$ cat config.mk
export PLATFORM = sky130hd
export DESIGN_NAME = axis_frame_arb_flat
export DESIGN_NICKNAME = d
export VERILOG_FILES = /design/src/rtl/axis_frame_arb_if.sv /design/src/rtl/axis_frame_arb.sv /design/src/flat_wrapper.sv
export SDC_FILE = /design/constraint.sdc
export NUM_CORES = 1
export LEC_CHECK = 0
export ABC_AREA = 1
export BUFFER_PORTS_ARGS = -buffer_cell sky130_fd_sc_hd__buf_2
export CORE_ASPECT_RATIO = 2
export CORE_MARGIN = 2
export CORE_UTILIZATION = 36
export CTS_CLUSTER_SIZE = 24
export DETAILED_ROUTE_END_ITERATION = 10
export PLACE_DENSITY = 0.76
export SYNTH_ARGS = -nofsm -noshare
export SYNTH_HDL_FRONTEND = slang
export SYNTH_SLANG_ARGS = --single-unit
$ cat constraint.sdc
create_clock -name clk -period 1.9 [get_ports clk]
set_input_delay 0.38 -clock clk [delete_from_list [all_inputs] [get_ports clk]]
set_output_delay 0.38 -clock clk [all_outputs]
set_load 0.05 [all_outputs]
$ cat src/rtl/axis_frame_arb_if.sv
// AXI-Stream bundle shared by the arbiter's two source ports and its master port.
interface axis_frame_arb_if #(
    parameter int DATA_W = 32
);
    logic                  tvalid;
    logic [DATA_W-1:0]     tdata;
    logic [DATA_W/8-1:0]   tstrb;
    logic                  tlast;
    logic                  tready;

    modport master (output tvalid, output tdata, output tstrb, output tlast, input tready);
    modport slave  (input tvalid, input tdata, input tlast, output tready);
endinterface

$ cat src/rtl/axis_frame_arb.sv
// Frame-granular round-robin 2:1 AXI-Stream arbiter with a registered output stage and
// frame-length watchdog. Optional per-source frame counters under AXIS_ARB_STATS_EN.
module axis_frame_arb #(
    parameter int DATA_W    = 32,
    parameter int MAX_WORDS = 1024,
    parameter int CNT_W     = 11
) (
    input  logic                     clk,
    input  logic                     rst,
    axis_frame_arb_if.slave          s0_axis,
    axis_frame_arb_if.slave          s1_axis,
    axis_frame_arb_if.master         m_axis,
    output logic [1:0]               grant,
    output logic                     trunc,
`ifdef AXIS_ARB_STATS_EN
    output logic [15:0]              frames0,
    output logic [15:0]              frames1,
`endif
    output logic [1:0]               dbg_state_o
);

    typedef enum logic [1:0] {
        ST_IDLE = 2'd0,
        ST_G0   = 2'd1,
        ST_G1   = 2'd2
    } state_e;

    localparam bit                WD_EN   = (MAX_WORDS != 0);
    localparam logic [CNT_W-1:0]  CNT_LIM = WD_EN ? CNT_W'(MAX_WORDS - 1) : '0;

    state_e              state_q;
    logic [1:0]          grant_q;
    logic                last_grant_q;
    logic [CNT_W-1:0]    cnt_q;
    logic [CNT_W-1:0]    cnt_d;
    logic                m_valid_q;
    logic                m_last_q;
    logic [DATA_W-1:0]   m_data_q;

    logic                out_free;
    logic                sel_valid;
    logic                sel_last;
    logic [DATA_W-1:0]   sel_data;
    logic                acc;
    logic                force_last;
    logic                eff_last;

    // Handshake: a beat moves on a rising edge where tvalid & tready are both high; a source
    // holds tvalid/tdata/tlast until accepted, and the output holds its beat until accepted.
    always_comb begin
        sel_valid = 1'b0;
        sel_last  = 1'b0;
        sel_data  = '0;
        case (state_q)
            ST_G0: begin
                sel_valid = s0_axis.tvalid;
                sel_last  = s0_axis.tlast;
                sel_data  = s0_axis.tdata;
            end
            ST_G1: begin
                sel_valid = s1_axis.tvalid;
                sel_last  = s1_axis.tlast;
                sel_data  = s1_axis.tdata;
            end
            default: ;
        endcase
    end

    assign out_free       = !m_valid_q || m_axis.tready;
    assign s0_axis.tready = !rst && (state_q == ST_G0) && out_free;
    assign s1_axis.tready = !rst && (state_q == ST_G1) && out_free;
    assign acc            = !rst && (state_q != ST_IDLE) && sel_valid && out_free;

    assign force_last = WD_EN && (cnt_q == CNT_LIM) && !sel_last;
    assign eff_last   = sel_last || force_last;
    assign trunc      = acc && force_last;

    // Saturation only matters with the watchdog off; otherwise cnt stops at MAX_WORDS-1.
    assign cnt_d = (cnt_q == '1) ? cnt_q : cnt_q + 1'b1;

    always_ff @(posedge clk) begin
        if (rst) begin
            state_q      <= ST_IDLE;
            grant_q      <= 2'b00;
            last_grant_q <= 1'b1;
            cnt_q        <= '0;
            m_valid_q    <= 1'b0;
            m_last_q     <= 1'b0;
            m_data_q     <= '0;
        end else begin
            if (acc) begin
                m_valid_q <= 1'b1;
                m_data_q  <= sel_data;
                m_last_q  <= eff_last;
            end else if (m_axis.tready) begin
                m_valid_q <= 1'b0;
                m_last_q  <= 1'b0;
            end

            case (state_q)
                ST_IDLE: begin
                    if (s0_axis.tvalid && (!s1_axis.tvalid || last_grant_q)) begin
                        state_q <= ST_G0;
                        grant_q <= 2'b01;
                    end else if (s1_axis.tvalid) begin
                        state_q <= ST_G1;
                        grant_q <= 2'b10;
                    end
                end
                ST_G0, ST_G1: begin
                    if (acc) begin
                        if (eff_last) begin
                            state_q      <= ST_IDLE;
                            grant_q      <= 2'b00;
                            last_grant_q <= (state_q == ST_G1);
                            cnt_q        <= '0;
                        end else begin
                            cnt_q <= cnt_d;
                        end
                    end
                end
                default: begin
                    state_q <= ST_IDLE;
                    grant_q <= 2'b00;
                end
            endcase
        end
    end

`ifdef AXIS_ARB_STATS_EN
    logic [15:0] frames0_q;
    logic [15:0] frames1_q;

    always_ff @(posedge clk) begin
        if (rst) begin
            frames0_q <= '0;
            frames1_q <= '0;
        end else if (acc && eff_last) begin
            if (state_q == ST_G0) frames0_q <= frames0_q + 16'd1;
            if (state_q == ST_G1) frames1_q <= frames1_q + 16'd1;
        end
    end

    assign frames0 = frames0_q;
    assign frames1 = frames1_q;
`endif

    assign m_axis.tvalid = m_valid_q;
    assign m_axis.tdata  = m_data_q;
    assign m_axis.tlast  = m_last_q;
    assign m_axis.tstrb  = '1;
    assign grant         = grant_q;
    assign dbg_state_o   = state_q;

endmodule
$ cat src/flat_wrapper.sv
// flat-port wrapper written by rule: the top's interface ports become plain ports
module axis_frame_arb_flat 
#(
    parameter int DATA_W    = 32,
    parameter int MAX_WORDS = 1024,
    parameter int CNT_W     = 11
)
  (clk, rst, grant, trunc, dbg_state_o, s0_axis_tvalid, s0_axis_tdata, s0_axis_tlast, s0_axis_tready, s1_axis_tvalid, s1_axis_tdata, s1_axis_tlast, s1_axis_tready, m_axis_tvalid, m_axis_tdata, m_axis_tstrb, m_axis_tlast, m_axis_tready);
  axis_frame_arb_if #(.DATA_W(DATA_W)) s0_axis_i ();
  axis_frame_arb_if #(.DATA_W(DATA_W)) s1_axis_i ();
  axis_frame_arb_if #(.DATA_W(DATA_W)) m_axis_i ();
  input  logic clk;
  input  logic rst;
  output logic [1:0] grant;
  output logic trunc;
  output logic [1:0] dbg_state_o;
  input wire logic [$bits(s0_axis_i.tvalid)-1:0] s0_axis_tvalid;
  input wire logic [$bits(s0_axis_i.tdata)-1:0] s0_axis_tdata;
  input wire logic [$bits(s0_axis_i.tlast)-1:0] s0_axis_tlast;
  output wire logic [$bits(s0_axis_i.tready)-1:0] s0_axis_tready;
  input wire logic [$bits(s1_axis_i.tvalid)-1:0] s1_axis_tvalid;
  input wire logic [$bits(s1_axis_i.tdata)-1:0] s1_axis_tdata;
  input wire logic [$bits(s1_axis_i.tlast)-1:0] s1_axis_tlast;
  output wire logic [$bits(s1_axis_i.tready)-1:0] s1_axis_tready;
  output wire logic [$bits(m_axis_i.tvalid)-1:0] m_axis_tvalid;
  output wire logic [$bits(m_axis_i.tdata)-1:0] m_axis_tdata;
  output wire logic [$bits(m_axis_i.tstrb)-1:0] m_axis_tstrb;
  output wire logic [$bits(m_axis_i.tlast)-1:0] m_axis_tlast;
  input wire logic [$bits(m_axis_i.tready)-1:0] m_axis_tready;
  assign s0_axis_i.tvalid = s0_axis_tvalid;
  assign s0_axis_i.tdata = s0_axis_tdata;
  assign s0_axis_i.tlast = s0_axis_tlast;
  assign s0_axis_tready = s0_axis_i.tready;
  assign s1_axis_i.tvalid = s1_axis_tvalid;
  assign s1_axis_i.tdata = s1_axis_tdata;
  assign s1_axis_i.tlast = s1_axis_tlast;
  assign s1_axis_tready = s1_axis_i.tready;
  assign m_axis_tvalid = m_axis_i.tvalid;
  assign m_axis_tdata = m_axis_i.tdata;
  assign m_axis_tstrb = m_axis_i.tstrb;
  assign m_axis_tlast = m_axis_i.tlast;
  assign m_axis_i.tready = m_axis_tready;
  axis_frame_arb #(.DATA_W(DATA_W), .MAX_WORDS(MAX_WORDS), .CNT_W(CNT_W)) u_core (.clk(clk), .rst(rst), .s0_axis(s0_axis_i), .s1_axis(s1_axis_i), .m_axis(m_axis_i), .grant(grant), .trunc(trunc), .dbg_state_o(dbg_state_o));
endmodule
Word level (Yosys, flattened, before mapping)
Cells that the tools add are included.
{"block": "totals", "regBits": 48, "wordCells": 52}
{"block": "op_classes", "reduce_logical": 24, "add_sub_neg": 1, "mux": 13, "eq_ne": 8}
{"cell": "32-bit case mux with 2 select lines", "count": 1}
{"cell": "11-bit two-way mux", "count": 2}
{"cell": "11-bit by 1-bit adder with 11-bit output (second input constant)", "count": 1}
{"cell": "11-bit by 10-bit == test with 1-bit output (second input constant)", "count": 1}
{"cell": "11-bit == test (second input constant)", "count": 1}
{"cell": "1-bit logical AND", "count": 10}
{"cell": "3-bit AND reduction", "count": 3}
{"cell": "2-bit two-way mux", "count": 4}
{"cell": "2-bit by 1-bit inequality test with 1-bit output (second input constant)", "count": 3}
{"cell": "1-bit zero test", "count": 4}
{"cell": "1-bit case mux with 2 select lines", "count": 2}
{"cell": "2-bit case mux with 2 select lines", "count": 1}
{"cell": "2-bit nonzero test", "count": 2}
{"cell": "1-bit logical OR", "count": 3}
{"cell": "1-bit two-way mux", "count": 3}
{"cell": "3-bit by 2-bit inequality test with 1-bit output (second input constant)", "count": 1}
{"cell": "2-bit by 1-bit == test with 1-bit output (second input constant)", "count": 1}
{"cell": "2-bit == test (second input constant)", "count": 1}
{"cell": "2-bit zero test", "count": 1}
{"cell": "2-bit OR reduction", "count": 1}

Longest topological paths before layout
{"block": "depth", "ltp_word": 8, "mapped_depth": 14, "ltp_nobuf": 12}

Worst setup path before layout
OpenSTA, ideal clock, no wires.
{"block": "synth_timing", "path_kind": "register to output", "from": "reg u_core.state_q[0] (netlist: u_core.dbg_state_o[0])", "to": "out trunc", "path_stages_with_launch": 9, "required_time_ns": 1.520, "slack_ns": -1.241, "arrival_time_ns": 2.761, "path_cell_list": "dfxtp_1 inv_1 ha_1 inv_1 nor3_2 nand3_1 buf_6 buf_2 nor3_1"}
{"block": "synth_between", "elab_chain_cells": 5, "word_cells_on_any_way": 11}
{"item": "start: declaration", "line": "axis_frame_arb.sv:31", "text": "state_e state_q;"}
{"item": "start signal: assignment", "line": "axis_frame_arb.sv:83", "text": "state_q <= ST_IDLE;"}
{"item": "start signal: assignment", "line": "axis_frame_arb.sv:103", "text": "state_q <= ST_G0;"}
{"item": "start signal: assignment", "line": "axis_frame_arb.sv:106", "text": "state_q <= ST_G1;"}
{"item": "2-bit == test (tied with other cells)", "line": "axis_frame_arb.sv:54", "text": "case (state_q)"}
{"item": "1-bit case mux with 2 select lines or 1-bit logical AND (tied branches)", "line": "axis_frame_arb.sv:54, axis_frame_arb.sv:72"}
{"item": "1-bit logical AND or 1-bit zero test (tied branches)", "line": "axis_frame_arb.sv:72, axis_frame_arb.sv:74"}
{"item": "1-bit logical AND (on tied branches)", "line": "axis_frame_arb.sv:72, axis_frame_arb.sv:74"}
{"item": "1-bit logical AND (*)", "line": "axis_frame_arb.sv:76", "text": "assign trunc = acc && force_last;"}
{"item": "end: declaration", "line": "flat_wrapper.sv:15", "text": "output logic trunc;"}
Mark *: on every way between the ends. The rest lies on a longest branch, timed or not.

Final worst setup path
Ends and elaborated chain as after synthesis.

==> reports/qor.csv <==
stage,metric,value,unit
timing,period_needed,1.95,ns
worst_setup_path,crit_path_end_kind,output port,
grt,grt_overflow,0,
synth,synth_area_leaders,"dfxtp_1 (38%), nand2_1 (15%), a22o_1 (11%)",
worst_setup_path,cp_slowest_cell,dfxtp_4,
grt,grt_pass1_vias,2562,
worst_setup_path,r2r_end,u_core.cnt_q[4]$_SDFFE_PP0P_,
timing,slew_violations,0,
power_and_ir_drop,ir_drop,684,uV
worst_setup_path,worst_setup_path_start_kind,register,
synth,synthDistinctLibCells,23,
timing,final.setup_skew,0.00522,ns
timing,holdWs,0.391,ns
placed_design,post-place-cells,550,
timing,fmax,0.513,GHz
drt,route.detailed.drc,0,
synth,synth_warnings,0,
synth,synthCells,357,
grt,grt_use_total,18.4,%
run,maxCapViolCount,0,
outcome,violations,setup timing,
cts,cts_buffers,5,
worst_setup_path,cp_num_buf_inv,3,
worst_setup_path,r2r_start,u_core.dbg_state_o[0]$_SDFFE_PP0P_,
worst_setup_path,cp_max_fo,4,
cts,path_clk_slew,0.06,ns
cts,cts_tree,built,
power_and_ir_drop,combPwrFrac,38.2,%
synth,synthMostInstantiatedCell,nand2_1,
synth,ys_seq_area_share,38.1,%
drt,drt_first_pass_iters,4,
worst_hold_path,hold_class,input pin to register,
synth,ys_ff_latch,48,
worst_setup_path,crit_top_cell,nand2_1,
timing,fin_crit_sh,103,%
floorplan,start_util,36.9,%
finish,layout-drive-gt1-share,36.8,%
worst_hold_path,min_from,m_axis_tready,
synth,synth_commonest_cells,"nand2_1 (98), dfxtp_1 (48), a21oi_1 (43)",
timing,setup_viol,4,
grt,grt_max_degree,34,
timing,fin_ws,-0.0499,ns
power_and_ir_drop,pwr-share-seq,31.6,%
placed_design,place_ws,0.0557,ns
finish,final_core_util,52.6,%
synth,synth-main-ff-cell,dfxtp_1,
worst_setup_path,r2r_slack,-0.03,ns
synth,netlist.area_leader.share,38.1,%
placed_design,dp_hpwl,5.13,mm
power_and_ir_drop,swShare,35.5,%
timing,hold_violations,0,
worst_hold_path,hold_end,u_core.m_axis.tlast$_SDFFE_PP0P_,
synth,synth_top_area_cell,dfxtp_1,
drt,routed-via-count,2788,
drt,drt_iter0_drc,165,
finish,area_growth,42.4,%
worst_setup_path,reg2reg_depth,11,
power_and_ir_drop,switching_power,1190,uW
worst_setup_path,worst_path_dominant_cell_family,simple AND/OR/NAND/NOR gates,
synth,synth_edf_count,0,
cts,numClockSinks,48,
power_and_ir_drop,p_leak,0.00159,uW
synth,synth_area,0.00252,sq mm
floorplan,dieWidth,63.2,microns
worst_setup_path,worstSetupPathType,register to output port,
power_and_ir_drop,clkPwrFrac,30.2,%
finish,antenna_cells,0,
drt,wire_per_inst,13.1,microns
worst_setup_path,critPathRequiredTime,1.52,ns
power_and_ir_drop,p_int,2160,uW
worst_hold_path,hold-path-cell-count,4,
cts,clock-root-buffer,clkbuf_16,
timing,rsz0062_at_grt,true,
floorplan,ios,116,
drt,ant_nets,0,
synth,synthArstFlopShare,0,%
placed_design,io_buffers,111,
power_and_ir_drop,p_per_area,935,mW/mm^2
finish,final_cells,563,
grt,antenna_found_initial,0,
placed_design,gp_congestion,0.810,
finish,fin_nets,547,
cts,insertion_delay,0.29,ns
floorplan,rows,43,
cts,clockBufferDepth,2,
grt,grt_pass1_wl,11.7,mm
floorplan,dieArea,0.00773,sq mm
drt,totalWireLength,7.37,mm
worst_setup_path,path_cells,"inv_4, ha_2, nand2_1, nand2_1, nand2_2, inv_2, nor3_4, buf_6",
outcome,status,finished with violations,
synth,postSynthAreaPerCell,7.06,sq um
drt,routed_via_density,4.95,
cts,htreeDepth,2,
worst_setup_path,max_stage_delay,0.37,ns
floorplan,die_y,122,microns
worst_setup_path,crit_arrival,1.57,ns
floorplan,core,0.00683,sq mm
==> registers in the layout (all words and copies together) (netlist names) <==
| name | count |
|---|---|
| u_core.last_grant_q | 1 |
| u_core.m_axis.tlast | 1 |
| u_core.m_axis.tdata | 32 |
| u_core.m_axis.tvalid | 1 |
| u_core.cnt_q | 11 |
| u_core.dbg_state_o | 2 |
==> cell type report <==
cell class                      count  area, sq um
Tap cell                           90          113
Timing Repair Buffer              133          808
Multi-Input combinational cell    257         1420
Fill cell                         673         3240
Clock buffer                        5          125
Sequential cell                    48          970
Inverter                           27          110
Clock inverter                      3         47.5
==> worst max-delay path by stage <==
| stage | to | startpoint | slack, ns | depth (start not counted) |
|---|---|---|---|---|
| 2_1_floorplan | trunc | u_core.dbg_state_o[1]$_SDFFE_PP0P_ | -0.25 | 8 |
| 3_3_place_gp | trunc | u_core.cnt_q[0]$_SDFFE_PP0P_ | 0.09 | 6 |
| 3_5_place_dp | u_core.dbg_state_o[0]$_SDFFE_PP0P_ | u_core.dbg_state_o[1]$_SDFFE_PP0P_ | 0.06 | 12 |
| 4_1_cts | trunc | u_core.dbg_state_o[0]$_SDFFE_PP0P_ | -0.05 | 7 |
| 5_1_grt | trunc | u_core.dbg_state_o[0]$_SDFFE_PP0P_ | -0.13 | 8 |
| 6_report | trunc | u_core.dbg_state_o[0]$_SDFFE_PP0P_ | -0.05 | 8 |
==> cell families (layout without fill, tap and decap cells) <==
logic type	Yosys count	count (layout)	share of synthesized area, %
fa+ha+maj	4	4	1.99
flops	48	48	38.1
other cells	1	4	0.149
compound gates	83	83	21.4
buf+inv	56	168	10.5
simple gates	165	166	27.8
==> worst register-to-register path: stages, from the launching register on <==
cell        delay (ns)
dfxtp_4           0.37
inv_4             0.05
ha_4              0.27
inv_2             0.04
nor3_4            0.11
nand3_2           0.12
buf_4             0.16
buf_8             0.13
clkinvlp_4        0.15
o21ai_2           0.17
o21ai_0           0.19
nor2_1            0.06
==> timing repair <==
item,CTS,global route
gates resized for setup,19,22
cloned,0,2
pin swaps,2,2
hold endpoints to repair,0,0
endpoints found under the setup margin,3,24
setup buffers,1,3
hold buffers,0,0
==> routing by layer <==
layer  vias to the layer above  share of wire [%]  global-route usage, %
met5                         -                  0                      0
met4                         0                1.1                   5.43
met3                         9                8.5                   4.67
met2                       114                 49                   31.4
met1                      1253                 41                   22.9
li1                       1412                  -                      -
==> per-stage QoR <==
| stage | instance area [sq um] | TNS [ns] | total power [uW] |
|---|---|---|---|
| finish | 3590 | -0.140 | 3360 |
| global route | 3590 | -1.76 | 3550 |
| CTS | 3460 | -0.0799 | 3320 |
| detailed placement | 3230 | 0 | 2220 |
| global placement | 3230 | 0 | 2220 |
| floorplan | 2590 | -0.250 | 1940 |
==> layout by cell type, fill, tap and decap left out, types with 2 or more instances in the layout <==
cell type  Yosys  layout
buf_12         0       2
nor2_2         2       3
o21ai_0        7       5
nor2_4         2       3
nand2_1       98      96
a21oi_2        0       6
nand4_1        4       4
ha_2           0       2
nor2_1        23      22
nand3_1       31      28
buf_4          6      15
buf_6          3       4
buf_2          8     108
a22o_1        32      32
buf_8          0       3
nand3_2        0       3
inv_1         25      21
nor3_4         0       3
conb_1         1       4
o21ai_2        1       2
a21oi_1       43      37
clkinv_4       0       2
dfxtp_1       48      45
inv_2          0       2
clkbuf_16      0       6
dfxtp_4        0       2
inv_4          0       2
==> power groups by stage <==
stage	Clock, uW	Combinational (uW)	Sequential (uW)
final	1010	1280	1060
after global routing	1080	1410	1070
after CTS	1050	1220	1060
after detailed placement	0	1130	1090
after global placement	0	1140	1080
after floorplan	0	785	1160
No activity file was read; power rests on OpenSTA's default activity.
